`config.mk`:
```
export PLATFORM = sky130hd
export DESIGN_NAME = mac_out_conv
export DESIGN_NICKNAME = d
export VERILOG_FILES = /design/src/rtl/mac_out_conv.sv
export SDC_FILE = /design/constraint.sdc
export NUM_CORES = 1
export LEC_CHECK = 0
export CAP_MARGIN = 5
export CORE_MARGIN = 3
export CORE_UTILIZATION = 48
export CTS_BUF_LIST = sky130_fd_sc_hd__clkbuf_16
export CTS_CLUSTER_DIAMETER = 150
export DETAILED_ROUTE_END_ITERATION = 10
export PLACE_DENSITY = 0.87
export SLEW_MARGIN = 5
export SYNTH_ARGS = -nofsm -noshare
export SYNTH_HDL_FRONTEND = slang
export SYNTH_SLANG_ARGS = --single-unit
```
`constraint.sdc`:
```
create_clock -name clk -period 2.1 [get_ports clk]
set_input_delay 0.21 -clock clk [delete_from_list [all_inputs] [get_ports clk]]
set_output_delay 0.21 -clock clk [all_outputs]
set_load 0.005 [all_outputs]
```
`src/rtl/mac_out_conv.sv`:
```
// Re-encodes fp/int accumulator results into 16-bit value words (ReLU, requant, saturate, int8 pair packing).
// Two-stage valid/ready pipeline with full backpressure; `MAC_OUT_ROUND_EN selects half-up rounding in int mode.
module mac_out_conv #(
  parameter int EXP_ADJ = 0
) (
  input  logic        clk,
  input  logic        rst,
  input  logic [3:0]  mode,
  input  logic [4:0]  shift,
  input  logic        in_valid,
  output logic        in_ready,
  input  logic        in_last,
  input  logic [17:0] acc_fp,
  input  logic [23:0] acc_int,
  output logic        out_valid,
  input  logic        out_ready,
  output logic [15:0] out_data,
  output logic        out_last,
  output logic [15:0] sat_cnt
);

  localparam logic [1:0] S_EMPTY = 2'd0;
  localparam logic [1:0] S_HALF  = 2'd1;
  localparam logic [1:0] S_FULL  = 2'd2;

  localparam logic signed [6:0] ADJ = 7'(EXP_ADJ);

  // ---------------- fp conversion ----------------
  logic [4:0]         fp_e;
  logic [12:0]        fp_m;
  logic [3:0]         lead_p;
  logic [3:0]         norm_sh;
  logic [11:0]        fp_norm;
  logic signed [6:0]  fp_exp;
  logic [15:0]        fp_res;
  logic               fp_sat;

  assign fp_e    = acc_fp[17:13];
  assign fp_m    = acc_fp[12:0];
  assign norm_sh = 4'd11 - lead_p;
  assign fp_norm = fp_m[11:0] << norm_sh;
  assign fp_exp  = $signed({2'b00, fp_e}) - $signed({3'b000, norm_sh}) + ADJ;

  always_comb begin
    lead_p = 4'd0;
    for (int i = 0; i < 12; i++) begin
      if (fp_m[i]) lead_p = 4'(i);
    end
  end

  always_comb begin
    fp_res = 16'h0000;
    fp_sat = 1'b0;
    if (fp_m[12] || (fp_m[11:0] == 12'd0)) begin
      fp_res = 16'h0000;
    end else if (fp_exp < 0) begin
      fp_res = 16'h0000;
    end else if (fp_exp > 7'sd31) begin
      fp_res = 16'hFFFF;
      fp_sat = 1'b1;
    end else begin
      fp_res = {fp_exp[4:0], fp_norm[10:0]};
    end
  end

  // ---------------- int conversion ----------------
  logic signed [24:0] int_ext;
  logic signed [24:0] int_rnd;
  logic signed [24:0] int_r;
  logic [7:0]         int_res;
  logic               int_sat;

  assign int_ext = $signed({acc_int[23], acc_int});

`ifdef MAC_OUT_ROUND_EN
  assign int_rnd = (shift != 5'd0) ? (25'sd1 <<< (shift - 5'd1)) : 25'sd0;
`else
  assign int_rnd = 25'sd0;
`endif

  assign int_r = (int_ext + int_rnd) >>> shift;

  always_comb begin
    int_res = int_r[7:0];
    int_sat = 1'b0;
    if (int_r[24]) begin
      int_res = 8'd0;
    end else if (|int_r[23:8]) begin
      int_res = 8'd255;
      int_sat = 1'b1;
    end
  end

  logic        cv_fp;
  logic [15:0] cv_dat;
  logic        cv_sat;

  assign cv_fp  = mode[0];
  assign cv_dat = cv_fp ? fp_res : {8'h00, int_res};
  assign cv_sat = cv_fp ? fp_sat : int_sat;

  // ---------------- S1 / S2 state ----------------
  logic        s1_vld_q, s1_fp_q, s1_last_q;
  logic [15:0] s1_dat_q;
  logic [1:0]  st_q, st_d;
  logic [15:0] word_q, word_d;
  logic        last_q, last_d;
  logic [7:0]  low_q, low_d;
  logic [15:0] sat_q, sat_d;
  logic        s1_take;
  logic        s2_open;
  logic        accept;

  // A FULL word being drained this cycle frees S2 exactly like EMPTY.
  assign s2_open = (st_q == S_EMPTY) || ((st_q == S_FULL) && out_ready);

  always_comb begin
    st_d    = st_q;
    word_d  = word_q;
    last_d  = last_q;
    low_d   = low_q;
    s1_take = 1'b0;
    if ((st_q == S_FULL) && out_ready) st_d = S_EMPTY;
    if (s1_vld_q) begin
      if (s2_open) begin
        s1_take = 1'b1;
        if (s1_fp_q) begin
          st_d   = S_FULL;
          word_d = s1_dat_q;
          last_d = s1_last_q;
        end else if (s1_last_q) begin
          st_d   = S_FULL;
          word_d = {8'h00, s1_dat_q[7:0]};
          last_d = 1'b1;
        end else begin
          st_d  = S_HALF;
          low_d = s1_dat_q[7:0];
        end
      end else if (st_q == S_HALF) begin
        st_d = S_FULL;
        if (s1_fp_q) begin
          // Flush the lone byte first; the fp item waits in S1.
          word_d = {8'h00, low_q};
          last_d = 1'b0;
        end else begin
          s1_take = 1'b1;
          word_d  = {s1_dat_q[7:0], low_q};
          last_d  = s1_last_q;
        end
      end
    end
  end

  assign in_ready = !s1_vld_q || s1_take;
  assign accept   = in_valid && in_ready;
  assign sat_d    = (accept && cv_sat && (sat_q != 16'hFFFF)) ? sat_q + 16'd1 : sat_q;

  always_ff @(posedge clk or posedge rst) begin
    if (rst) begin
      s1_vld_q  <= 1'b0;
      s1_fp_q   <= 1'b0;
      s1_last_q <= 1'b0;
      s1_dat_q  <= 16'h0000;
      st_q      <= S_EMPTY;
      word_q    <= 16'h0000;
      last_q    <= 1'b0;
      low_q     <= 8'h00;
      sat_q     <= 16'h0000;
    end else begin
      if (accept) begin
        s1_vld_q  <= 1'b1;
        s1_fp_q   <= cv_fp;
        s1_last_q <= in_last;
        s1_dat_q  <= cv_dat;
      end else if (s1_take) begin
        s1_vld_q  <= 1'b0;
      end
      st_q   <= st_d;
      word_q <= word_d;
      last_q <= last_d;
      low_q  <= low_d;
      sat_q  <= sat_d;
    end
  end

  assign out_valid = (st_q == S_FULL);
  assign out_data  = word_q;
  assign out_last  = last_q;
  assign sat_cnt   = sat_q;

endmodule
```
* Yosys cells after proc, flatten, opt, wreduce, memory -nomap -nowiden
Cells that the tools add are included.
** Storage, ports and cells
- Bits in registers :: 62
- Bits of input ports :: 56
- Output and inout bits :: 35
- Word-level logic and storage cells :: 82
** Cells by class
- Add/subtract/negate cells :: 3
- $lt $le $gt $ge :: 2
- Eq/ne operators :: 4
- Shifts and indexed selects :: 2
- Mux-type cells :: 45
- Bitwise logic cells :: 2
- Reduce and logical (&&, ||, !) cells :: 15
** Operators with widths (number)
- $mux W16 :: 9
- $mux W4 :: 10
- $sshr A24 B5 Y25 :: 1
- $mux W1 :: 18
- $add A16 B1 Y16 const B :: 1
- $mux W8 :: 2
- $ne A16 B16 Y1 const B :: 1
- $reduce_or A16 Y1 :: 1
- $logic_not A12 Y1 :: 1
- $mux W2 :: 6
- $shl A12 B4 Y11 :: 1
- $gt A6 B6 Y1 const B :: 1
- $lt A6 B1 Y1 const B :: 1
- $sub A5 B4 Y6 :: 1
- $logic_and A1 B1 Y1 :: 4
- $reduce_and A4 Y1 :: 1
- $reduce_bool A2 Y1 :: 2
- $sub A4 B4 Y4 const A :: 1
- $logic_or A1 B1 Y1 :: 3
- $ne A3 B3 Y1 const B :: 1
- $reduce_and A3 Y1 :: 1
- $eq A2 B1 Y1 const B :: 1
- $eq A2 B2 Y1 const B :: 1
- $logic_not A2 Y1 :: 1
- 2 further kinds :: 3

* Longest topological paths before layout
Gate-level depths: netlist (run 1).
- Depth in word-level cells :: 20
- Mapped depth :: 14
- Gate-level depth less buffers :: 12

* Worst setup path before layout (run 1)
No wires, ideal clock.
- Path type :: input to register
- Start point :: in acc_fp[3]
- End point :: reg s1_dat_q[6]
- Arrival time :: 2848 ps
- Required time :: 1969 ps
- Path slack :: -879 ps
- Stages :: 14
- Cells stage by stage :: buf_2 nor2b_1 o311ai_0 o211ai_2 a21oi_1 ha_1 nor2b_1 o21a_1 o21ai_0 a221o_1 clkbuf_1 nor2_1 a221oi_1 a31oi_1
** Between the ends
- Word-level cells in the longest chain between the ends :: 16
** RTL lines
- from (decl) :: RTL line 13 : input logic [17:0] acc_fp,
- $mux W4 (9 in series) :: RTL line 47 : if (fp_m[i]) lead_p = 4'(i);
- $sub A4 B4 Y4 :: RTL line 40 : assign norm_sh = 4'd11 - lead_p;
- $sub A5 B4 Y6 :: RTL line 42 : assign fp_exp = $signed({2'b00, fp_e}) - $signed({3'b000, norm_sh}) + ADJ;
- $gt A6 B6 Y1 :: RTL line 58 : end else if (fp_exp > 7'sd31) begin
- $mux W16 :: RTL line 58
- $mux W16 :: RTL line 56 : end else if (fp_exp < 0) begin
- $mux W16 (*) :: RTL line 54 : if (fp_m[12] || (fp_m[11:0] == 12'd0)) begin
- $mux W16 (*) :: RTL line 99 : assign cv_dat = cv_fp ? fp_res : {8'h00, int_res};
- to (signal assigned) :: RTL line 174 : s1_dat_q <= cv_dat;
- to (decl) :: RTL line 104 : logic [15:0] s1_dat_q;
Every way passes the cells marked *; elsewhere a longest branch is shown, timed or not.
A chain may end at the register's enable or synchronous reset.

* Final worst setup path (run 1)
- Start point :: in acc_fp[11]
- End point :: reg s1_dat_q[10]
** Between the ends
- Word-level cells in the longest chain between the ends :: 8
** RTL lines (RTL line)
- $mux W4 :: 47
- $sub A4 B4 Y4 :: 40
- $sub A5 B4 Y6 :: 42
- $gt A6 B6 Y1 :: 58
- $mux W16 :: 58
- $mux W16 :: 56
- $mux W16 (*) :: 54
- $mux W16 (*) :: 99
Marked as above.

==> reports/metrics.yaml, run 1 <==
hpwlAfterDp_mm: 11.6
rrSetupSlack_ns: -0.12
failed_checks: "negative setup slack"
antenna_found_initial: 1
cts.sinks: 62
first_global_vias: 5674
type_of_the_worst_setup_path: "primary input to register"
clkSlewWorstSetupHoldPaths_ns: 0.06
cts_max_level: 3
placeableCoreArea_um2: 9460
cp_delay_by_family_top: "compound AO/OA/AOI/OAI gates"
start_kind: "primary input"
die_area_um2: 11200
final_util: 0.823
report.power.total_mw: 3.76
final_worst_setup_slack_ns: -0.434
via_per_inst: 6.72
iteration_0_drc_markers: 829
routed_wire_length_per_instance_um: 23.7
place_ws_ns: -1.05
grt_remaining_overflow: 0
cp.arrival_ns: 2.78
worst_path_largest_cell_delay_ns: 0.40
clkLatencyLatePin_ns: 0.34
skew_ns: 0.00261
worstPathBufferInverterCount: 4
detail_route.drc_violations: 0
die_h_um: 106
timing_hold_violations_final: 0
post_synth_num_cell_types: 69
timing.final.setup_violations: 24
timing.setup.tns_ns: -5.42
gp_routability_congestion: 0.947
worstReg2RegEnd: "sat_cnt[4]"
io_buffer_count: 87
cts_max_path_buffers: 2
yosysWarningCount: 0
hold_buffers: 0
tightest_slew_ns: 0.730
reg2reg_from: "st_q[0]"
worst-endpoint-required_ns: 2.34
initial_core_util: 0.504
maxSlewHeadroom: 0.509
synthesis.instances: 513
outcome: "complete, but fails checks"
final.hold.worst_slack_ns: 0.196
async_reset_ff_frac: 1.00
crit_path_top_delay_cell: "a221o_2"
mostFrequentLayoutCell: "buf_4"
die_w_um: 106
most-common-layout-cells: "149 x buf_4, 62 x dfrtp_1, 58 x clkdlybuf4s50_1"
postSynthNetCount: 575
drv.max_cap_violation_count: 0
finalMaxSlewViolations: 0
critical_path_cell_count: 13
ys_ff_latch: 62
powerDensity_nw_per_um2: 483
stdcell_count: 882
finalCriticalPeriod_ns: 2.53
setup_repair_after_global_routing_missed_its_margin: "true"
grt_start_max_net_pins: 46
synth_area_um2: 4770
synth_enable_flop_cells: 0
cts_tree: "yes"
ys_seq_area_frac: 0.325
critical_path_peak_fanout: 5
post-place-cells: 832
firstDrtPassIters: 8
detailroute.via_count: 5931
post_synth.cell_area_avg_um2: 9.30
layout-drive-gt1-share: 0.410
post_dp_cell_area_um2: 6790
ys.flop_type: "dfrtp_1"
p_leak_nw: 3.55
cp_common_cell: "buf_6"
stdcell_area_um2: 7790
vdd_ir_drop_max_mv: 0.400
grt_total_usage: 0.325
fmax_mhz: 395
final.period_utilization: 1.21
cell_by_cell_listing_of_the_critical_path: "clkdlybuf4s15_1 > buf_6 > nor4_4 > nand2_2 > ha_4 > o21a_1 > o21ai_2 > a221o_2 > buf_6 > buf_6 > nor2_4 > nand2_1 > o21ai_2"
num_antenna_cells: 0
grt_pass1_wl_mm: 29.1
hold_path.class: "primary input to async pin"
syn_to_final_growth_pct: 63.2
drtAntennaViolNets: 0
clk_root_buffer_cell: "clkbuf_16"
fp-row-count: 35
endpoint_class_of_the_critical_path: "register"
worst_r2r_path_depth: 9
tritoncts.num_buffers: 9
io-pin-count: 91
num-nets-final: 810
detail_route.wirelength_mm: 20.9
synthesized netlist by cell type (4+ instances only):
master / instances / area (um2)
a21o_1: 5 / 37.5
a21oi_1: 35 / 175
a22oi_1: 6 / 45.0
a31oi_1: 11 / 68.8
and2_1: 7 / 43.8
and3_1: 5 / 31.3
buf_2: 8 / 40.0
buf_4: 4 / 30.0
clkbuf_1: 16 / 60.1
dfrtp_1: 62 / 1550
ha_1: 5 / 62.6
inv_1: 19 / 71.3
mux2_2: 21 / 236
mux2i_1: 30 / 300
mux4_1: 4 / 105
mux4_2: 13 / 293
nand2_1: 47 / 176
nand2b_1: 7 / 43.8
nand3_1: 7 / 35.0
nand4_1: 6 / 37.5
nor2_1: 46 / 173
nor2b_1: 5 / 31.3
nor3_1: 11 / 55.1
nor3b_1: 8 / 60.1
nor4_1: 4 / 25.0
o21ai_0: 26 / 130
o22a_1: 5 / 43.8
o22ai_1: 4 / 25.0
o311a_1: 4 / 40.0
o31ai_1: 9 / 67.6
or3_1: 4 / 25.0
xnor2_1: 15 / 131
flip-flops by register name (all words and copies together) (netlist names):
register,flops
low_q,8
out_data,16
out_last,1
s1_dat_q,16
s1_fp_q,1
s1_last_q,1
s1_vld_q,1
sat_cnt,16
st_q,2
power by group:
part	switching (mW)	internal, mW	total [mW]
clock	0.597	0.800	1.40
combinational	0.552	0.527	1.08
sequential	0.0501	1.23	1.28
total	1.20	2.56	3.76
layout make-up:
class | count | area (um2)
multi-input cells | 397 | 3450
repair buffers | 256 | 2270
fillers | 484 | 1670
flip-flops and latches | 62 | 1550
clock buffers | 9 | 225
well taps | 129 | 161
inverters | 22 | 82.6
clock inverters | 7 | 48.8
cells by family (layout without fill, tap and decap cells):
logic type               count (synthesis)  after routing  synth area share
AND/OR/NAND/NOR                        169            169             0.181
AO/OA/AOI/OAI                          137            137             0.197
multiplexers                            68             68             0.196
flip-flops                              62             62             0.325
buffers and inverters                   54            294            0.0524
XOR/XNOR                                17             17            0.0312
adder cells (fa/ha/maj)                  6              6            0.0173
worst max-delay path by stage:
stage	start	endpoint	slack [ns]
6_report	acc_fp[11]	s1_dat_q[10]	-0.43
3_3_place_gp	acc_fp[4]	s1_dat_q[6]	-0.87
5_1_grt	acc_fp[2]	s1_dat_q[6]	-0.48
3_5_place_dp	acc_fp[4]	s1_dat_q[6]	-1.05
4_1_cts	acc_fp[2]	s1_dat_q[5]	-0.23
2_1_floorplan	acc_fp[4]	s1_dat_q[5]	-0.39
metal layers:
layer | global-route usage | share of wire | up-vias
met5 | 0 | 0 | -
met4 | 0.160 | 0.077 | 0
met3 | 0.0765 | 0.12 | 192
met2 | 0.556 | 0.47 | 576
met1 | 0.381 | 0.34 | 2758
li1 | - | - | 2405
repair_timing:
action / in CTS / in global routing
setup endpoints to repair: 33 / 33
resized for setup: 119 / 48
pin swaps: 36 / 33
cloned: 2 / 0
setup buffers: 19 / 14
Power figures use the tool's default switching activity.
==> run 2, diff against run 1 <==
--- a/config.mk
+++ b/config.mk
@@ -10,6 +10,7 @@
 export CORE_UTILIZATION = 48
 export CTS_BUF_LIST = sky130_fd_sc_hd__clkbuf_16
 export CTS_CLUSTER_DIAMETER = 150
+export CTS_CLUSTER_SIZE = 12
 export DETAILED_ROUTE_END_ITERATION = 10
 export PLACE_DENSITY = 0.87
 export SLEW_MARGIN = 5
==> results of run 2 <==
Final layout, timing and power as in run 1 (identical DEF).
==> run 3, diff against run 2 <==
--- a/config.mk
+++ b/config.mk
@@ -5,7 +5,7 @@
 export SDC_FILE = /design/constraint.sdc
 export NUM_CORES = 1
 export LEC_CHECK = 0
-export CAP_MARGIN = 5
+export CORE_ASPECT_RATIO = 1.4
 export CORE_MARGIN = 3
 export CORE_UTILIZATION = 48
 export CTS_BUF_LIST = sky130_fd_sc_hd__clkbuf_16
@@ -17,3 +17,4 @@
 export SYNTH_ARGS = -nofsm -noshare
 export SYNTH_HDL_FRONTEND = slang
 export SYNTH_SLANG_ARGS = --single-unit
+export TNS_END_PERCENT = 50
==> run 3 against run 2 <==
The run still ends with negative setup slack left. Via count decreased by 9.3%. Register-to-register slack better by 0.08 ns. Clock skew rose by 0.0050 ns. First-iteration DRC count fell by 49%. Non-clock buffer count fell by 11. Utilization shrank 2.7 points. Worst hold slack got worse by 0.0097 ns.
==> reports/metrics.yaml, run 3 (synthesized netlist as in run 1, its figures left out) <==
die_area_um2: 11200
hpwlAfterDp_mm: 11.5
worst_path_largest_cell_delay_ns: 0.34
cp.arrival_ns: 2.53
type_of_the_worst_setup_path: "primary input to register"
post-place-cells: 824
cts_max_level: 3
cell_by_cell_listing_of_the_critical_path: "buf_8 > nor2_4 > o31a_1 > o31ai_4 > ha_1 > nor2b_4 > o21a_1 > o21ai_2 > a221o_1 > buf_6 > nor2_4 > a221oi_2 > a31oi_1"
clkSlewWorstSetupHoldPaths_ns: 0.05
grt_remaining_overflow: 0
mostFrequentLayoutCell: "buf_4"
routed_wire_length_per_instance_um: 19.7
detail_route.wirelength_mm: 17.2
drv.max_cap_violation_count: 0
grt_pass1_wl_mm: 26.2
die_w_um: 90.3
vdd_ir_drop_max_mv: 0.259
num-nets-final: 799
most-common-layout-cells: "135 x buf_4, 62 x dfrtp_1, 58 x clkdlybuf4s50_1"
finalCriticalPeriod_ns: 2.33
via_per_inst: 6.17
layout-drive-gt1-share: 0.391
crit_path_top_delay_cell: "o31a_1"
fillCellCount: 567
finalMaxSlewViolations: 0
firstDrtPassIters: 5
fmax_mhz: 428
timing.final.setup_violations: 17
tightest_slew_ns: 0.486
outcome: "complete, but fails checks"
drtAntennaViolNets: 0
p_leak_nw: 3.35
area.sequential_um2: 1550
syn_to_final_growth_pct: 59.6
first_global_vias: 5543
failed_checks: "negative setup slack"
powerDensity_nw_per_um2: 471
final.hold.worst_slack_ns: 0.186
die_h_um: 124
final.period_utilization: 1.11
cts_max_path_buffers: 2
num_antenna_cells: 0
report.power.total_mw: 3.59
initial_core_util: 0.499
placeableCoreArea_um2: 9560
worstPathBufferInverterCount: 2
antenna_found_initial: 0
cts_tree: "yes"
combined_area_of_the_multi_input_logic_cells_um2: 3380
detail_route.drc_violations: 0
maxSlewHeadroom: 0.676
final_worst_setup_slack_ns: -0.235
timing_hold_violations_final: 0
tritoncts.num_buffers: 9
hold_buffers: 0
io_buffer_count: 87
clkLatencyLatePin_ns: 0.34
stdcell_count: 872
iteration_0_drc_markers: 421
cp_common_cell: "nor2_4"
cp_delay_by_family_top: "compound AO/OA/AOI/OAI gates"
critical_path_peak_fanout: 4
grt_start_max_net_pins: 33
place_ws_ns: -1.07
fp-row-count: 42
start_kind: "primary input"
setup_repair_after_global_routing_missed_its_margin: "true"
detailroute.via_count: 5378
gp_routability_congestion: 0.962
grt_total_usage: 0.294
io-pin-count: 91
endpoint_class_of_the_critical_path: "register"
worst-endpoint-required_ns: 2.30
cts.sinks: 62
skew_ns: 0.00761
hold_path.class: "primary input to async pin"
clk_root_buffer_cell: "clkbuf_16"
-- run 3: cell types whose count changed in the layout (fill, tap and decap cells not counted), moves of 3 or more --
| cell | change |
|---|---|
| buf_4 | -14 |
| nand2_1 | +7 |
| nand2_4 | -6 |
| dlygate4sd2_1 | -4 |
| buf_6 | +3 |
| clkdlybuf4s15_1 | +3 |
| clkinvlp_4 | -3 |
| xnor2_1 | +3 |
| xnor2_2 | -3 |
-- run 3: where the power goes --
group / leakage [nW] / switching (mW) / internal [mW] / total, mW
Clock: 0.131 / 0.500 / 0.765 / 1.26
Combinational: 2.39 / 0.502 / 0.539 / 1.04
Sequential: 0.829 / 0.0467 / 1.24 / 1.28
-- run 3: layout make-up --
class / instances / share of cell area
inverters: 22 / 0.0108
multi-input cells: 397 / 0.443
well taps: 132 / 0.0217
repair buffers: 245 / 0.288
clock inverters: 5 / 0.00279
clock buffers: 9 / 0.0296
flip-flops and latches: 62 / 0.204
-- run 3: path summary, 6_finish.rpt --
path                             from           to  slack, ns  cells after the start
min                               rst   sat_cnt[8]       0.19                      2
min in group clk            acc_fp[8]  s1_dat_q[8]       0.48                      5
max                         acc_fp[2]  s1_dat_q[6]      -0.23                     13
min reg2reg                sat_cnt[7]   sat_cnt[7]       0.50                      1
max in group asynchronous         rst  out_data[8]       1.31                      3
max reg2reg                sat_cnt[1]   sat_cnt[8]      -0.04                      8
-- run 3: layer usage --
metal	GRT usage	wire length [um]
met4	0.203	1170
met1	0.285	5710
met5	0	0
met2	0.565	9240
met3	0.0550	1050
-- run 3: timing repair --
item                       4_1_cts  5_1_grt
buffers inserted                22       11
gates resized for setup        118       50
cloned                           2        0
pin swaps                       35       29
setup endpoints to repair       33       33
-- run 3: stage by stage --
| stage | TNS [ns] | utilization | cell area, um2 |
|---|---|---|---|
| after floorplan | -3.59 | - | 4890 |
| after global routing | -3.65 | 0.796 | 7620 |
| after detailed placement | -24.00 | 0.703 | 6720 |
| after global placement | -20.70 | 0.703 | 6720 |
| after CTS | -1.30 | 0.769 | 7360 |
| final | -2.38 | 0.796 | 7620 |
==> RTL edit: new RTL, settings of run 2 <==
Add an input register stage for `mode`, without a reset; this delays it by one clock. The other inputs are not delayed to match.
--- a/src/rtl/mac_out_conv.sv
+++ b/src/rtl/mac_out_conv.sv
@@ -26,2 +26,8 @@
   localparam logic signed [6:0] ADJ = 7'(EXP_ADJ);
+
+  logic [3:0] mode_q;
+
+  always_ff @(posedge clk) begin
+    mode_q <= mode;
+  end
 
@@ -97,3 +103,3 @@
 
-  assign cv_fp  = mode[0];
+  assign cv_fp  = mode_q[0];
   assign cv_dat = cv_fp ? fp_res : {8'h00, int_res};
Behaviour: not the same (a bounded check fails within 4 cycles, from zero or initial values and one cycle with rst high).
==> RTL edit against run 2 <==
The flow still finishes with violations (setup timing). First-iteration DRC count grew 14%. Routed wire length down 0.35%. Cell count grew 0.57%. Cell area decreased by 0.76%. Clock power grew 4%. Total power up 2.7%. Sequential cell count up 1. Setup slack got worse by 0.12 ns. Area after synthesis rose by 0.42%. Largest cell class unchanged. Highest routed layer unchanged.
==> RTL edit: results (changes against run 2) <==
[detailed_routing]
vias=5884  ; was 5931
drt_iter0_markers=941  ; was 829
ant_nets=0  ; unchanged
drt_pass1_iterations=8  ; unchanged
finalWirelength_mm=20.8  ; was 20.9 mm

[yosys]
synth-xor-area-share_pct=3.11  ; was 3.12%
synthTopCellsByArea=dfrtp_1, mux2i_1, mux4_2  ; unchanged
syn_inst=514  ; was 513
ys_types=70  ; was 69
synth-async-reset-ratio_pct=98.4  ; was 100%
synthMuxAreaShare_pct=19.5  ; was 19.6%
synthAdderAreaFrac_pct=1.72  ; was 1.73%
yosysSeqAreaShare_pct=32.8  ; was 32.5%
postSynthNetCount=576  ; was 575
synth_compound_area_share_pct=19.6  ; was 19.7%
synth_warnings=0  ; unchanged

[layout]
antenna_cells=0  ; unchanged
drive_gt1_share_pct=42.3  ; was 41.0%
fillers=495  ; was 484
fin_nets=815  ; was 810

[global_routing]
grt_pass1_wl_mm=28.7  ; was 29.1 mm
grtUsageTotal_pct=31.8  ; was 32.5%
grt_max_degree=63  ; was 46
antenna_found_initial=0  ; was 1
grt_pass1_vias=5683  ; was 5674

[clocking]
root_buffer=clkbuf_16  ; unchanged
clock_latency_ns=0.33
clk_path_buf_depth=2  ; unchanged
cts.clk_slew.worst_paths_ns=0.06  ; about the same
cts_inserted_buffers=9  ; unchanged
h-tree-depth=3  ; unchanged

[outcome]
violations=setup timing  ; unchanged
outcome=finished, violations left  ; unchanged

[min_path]
hold_class=input port to async pin  ; unchanged

[power_and_ir_drop]
peakVddDrop_v=0.000390  ; was 0.000400 V
power.leakage_nw=3.44  ; was 3.55 nW
switching_share_pct=30.0  ; was 31.9%

[critical_path]
slowest_delay_ns=0.46  ; was 0.40 ns
arrival_ns=2.87  ; was 2.78 ns
cp_max_fo=6  ; was 5
slowest_stage=a221o_2  ; unchanged

[placement]
placed_cell_area_um2=6790  ; unchanged
hpwl_mm=11.9  ; was 11.6 mm
gp_congestion=0.970  ; was 0.947

[sta]
setup_slack_ns=-0.559  ; was -0.434 ns
worst_pin_slew_ns=0.918  ; was 0.730 ns
worst_clock_skew_ns=0.0151  ; was 0.00261 ns
setup_violations=21  ; was 24

-- RTL edit: what timing repair did --
item	CTS	global route
endpoints found under the setup margin	33	33
gates cloned	0	1
setup buffers	20	18
pin swaps	38	35
gates resized for setup	114	78
-- RTL edit: per-layer routing --
metal	up-vias	global-route usage, %	share of wire, %
met5	-	0	0
met4	0	16.3	7.5
met3	197	5.53	10
met2	530	55.2	47
met1	2757	37.9	35
li1	2400	-	-
-- RTL edit: power groups by stage --
stage | clock network [W] | registers (W) | logic (W)
final | 0.00146 | 0.00130 | 0.00110
after floorplan | 0 | 0.00130 | 0.000458
after CTS | 0.00144 | 0.00129 | 0.000937
after global placement | 0 | 0.00131 | 0.000832
after detailed placement | 0 | 0.00131 | 0.000866
after global routing | 0.00152 | 0.00130 | 0.00114
-- RTL edit: cell families (layout without fill, tap and decap cells) --
kind of cell	after synthesis	after routing
xor gates and xnor gates	17	17
adders and majority gates	6	6
muxes	68	68
AOI/OAI and AO/OA	137	137
and+or+nand+nor	169	169
buffers and inverters	54	298
DFF	63	63
-- RTL edit: final cells by class --
class                           instances  area (µm²)  share of cell area [%]
Sequential cell                        63        1570                    20.3
Inverter                               22        82.6                    1.07
Tap cell                              129         161                    2.09
Timing Repair Buffer                  260        2240                    29.0
Clock inverter                          7        66.3                   0.858
Clock buffer                            9         225                    2.91
Multi-Input combinational cell        397        3380                    43.8
-- RTL edit: per-stage QoR --
| step | power [W] | setup WS (ns) | std cells | hold slack, ns | TNS, ns |
|---|---|---|---|---|---|
| after floorplan | 0.00176 | -0.391 | 514 | 0.238 | -3.56 |
| after global placement | 0.00214 | -0.872 | 832 | 0.475 | -22.74 |
| after detailed placement | 0.00217 | -1.13 | 832 | 0.489 | -27.25 |
| after CTS | 0.00367 | -0.278 | 868 | 0.286 | -1.85 |
| after global routing | 0.00396 | -0.601 | 887 | 0.329 | -7.49 |
| final | 0.00386 | -0.559 | 887 | 0.278 | -5.83 |
-- RTL edit: path summary, 6_finish.rpt --
kind,depth (start not counted),slack (ns),endpoint,from
min reg2reg,1,0.52,low_q[7]$_DFFE_PP0P_,low_q[7]$_DFFE_PP0P_
min,3,0.28,sat_cnt[7]$_DFFE_PP0P_,rst
max reg2reg,8,-0.05,sat_cnt[3]$_DFFE_PP0P_,st_q[0]$_DFF_PP0_
max in group asynchronous,3,1.55,out_data[5]$_DFFE_PP0P_,rst
max,14,-0.56,s1_dat_q[5]$_DFFE_PP0P_,acc_fp[2]
min in group clk,1,0.38,mode_q[0]$_DFF_P_,mode[0]
-- RTL edit: worst max-delay path: cells and delay by family --
family / cells / cell delay (ns)
buf+inv: 2 / 0.21
compound gates: 8 / 1.56
fa+ha+maj: 1 / 0.23
simple gates: 3 / 0.65
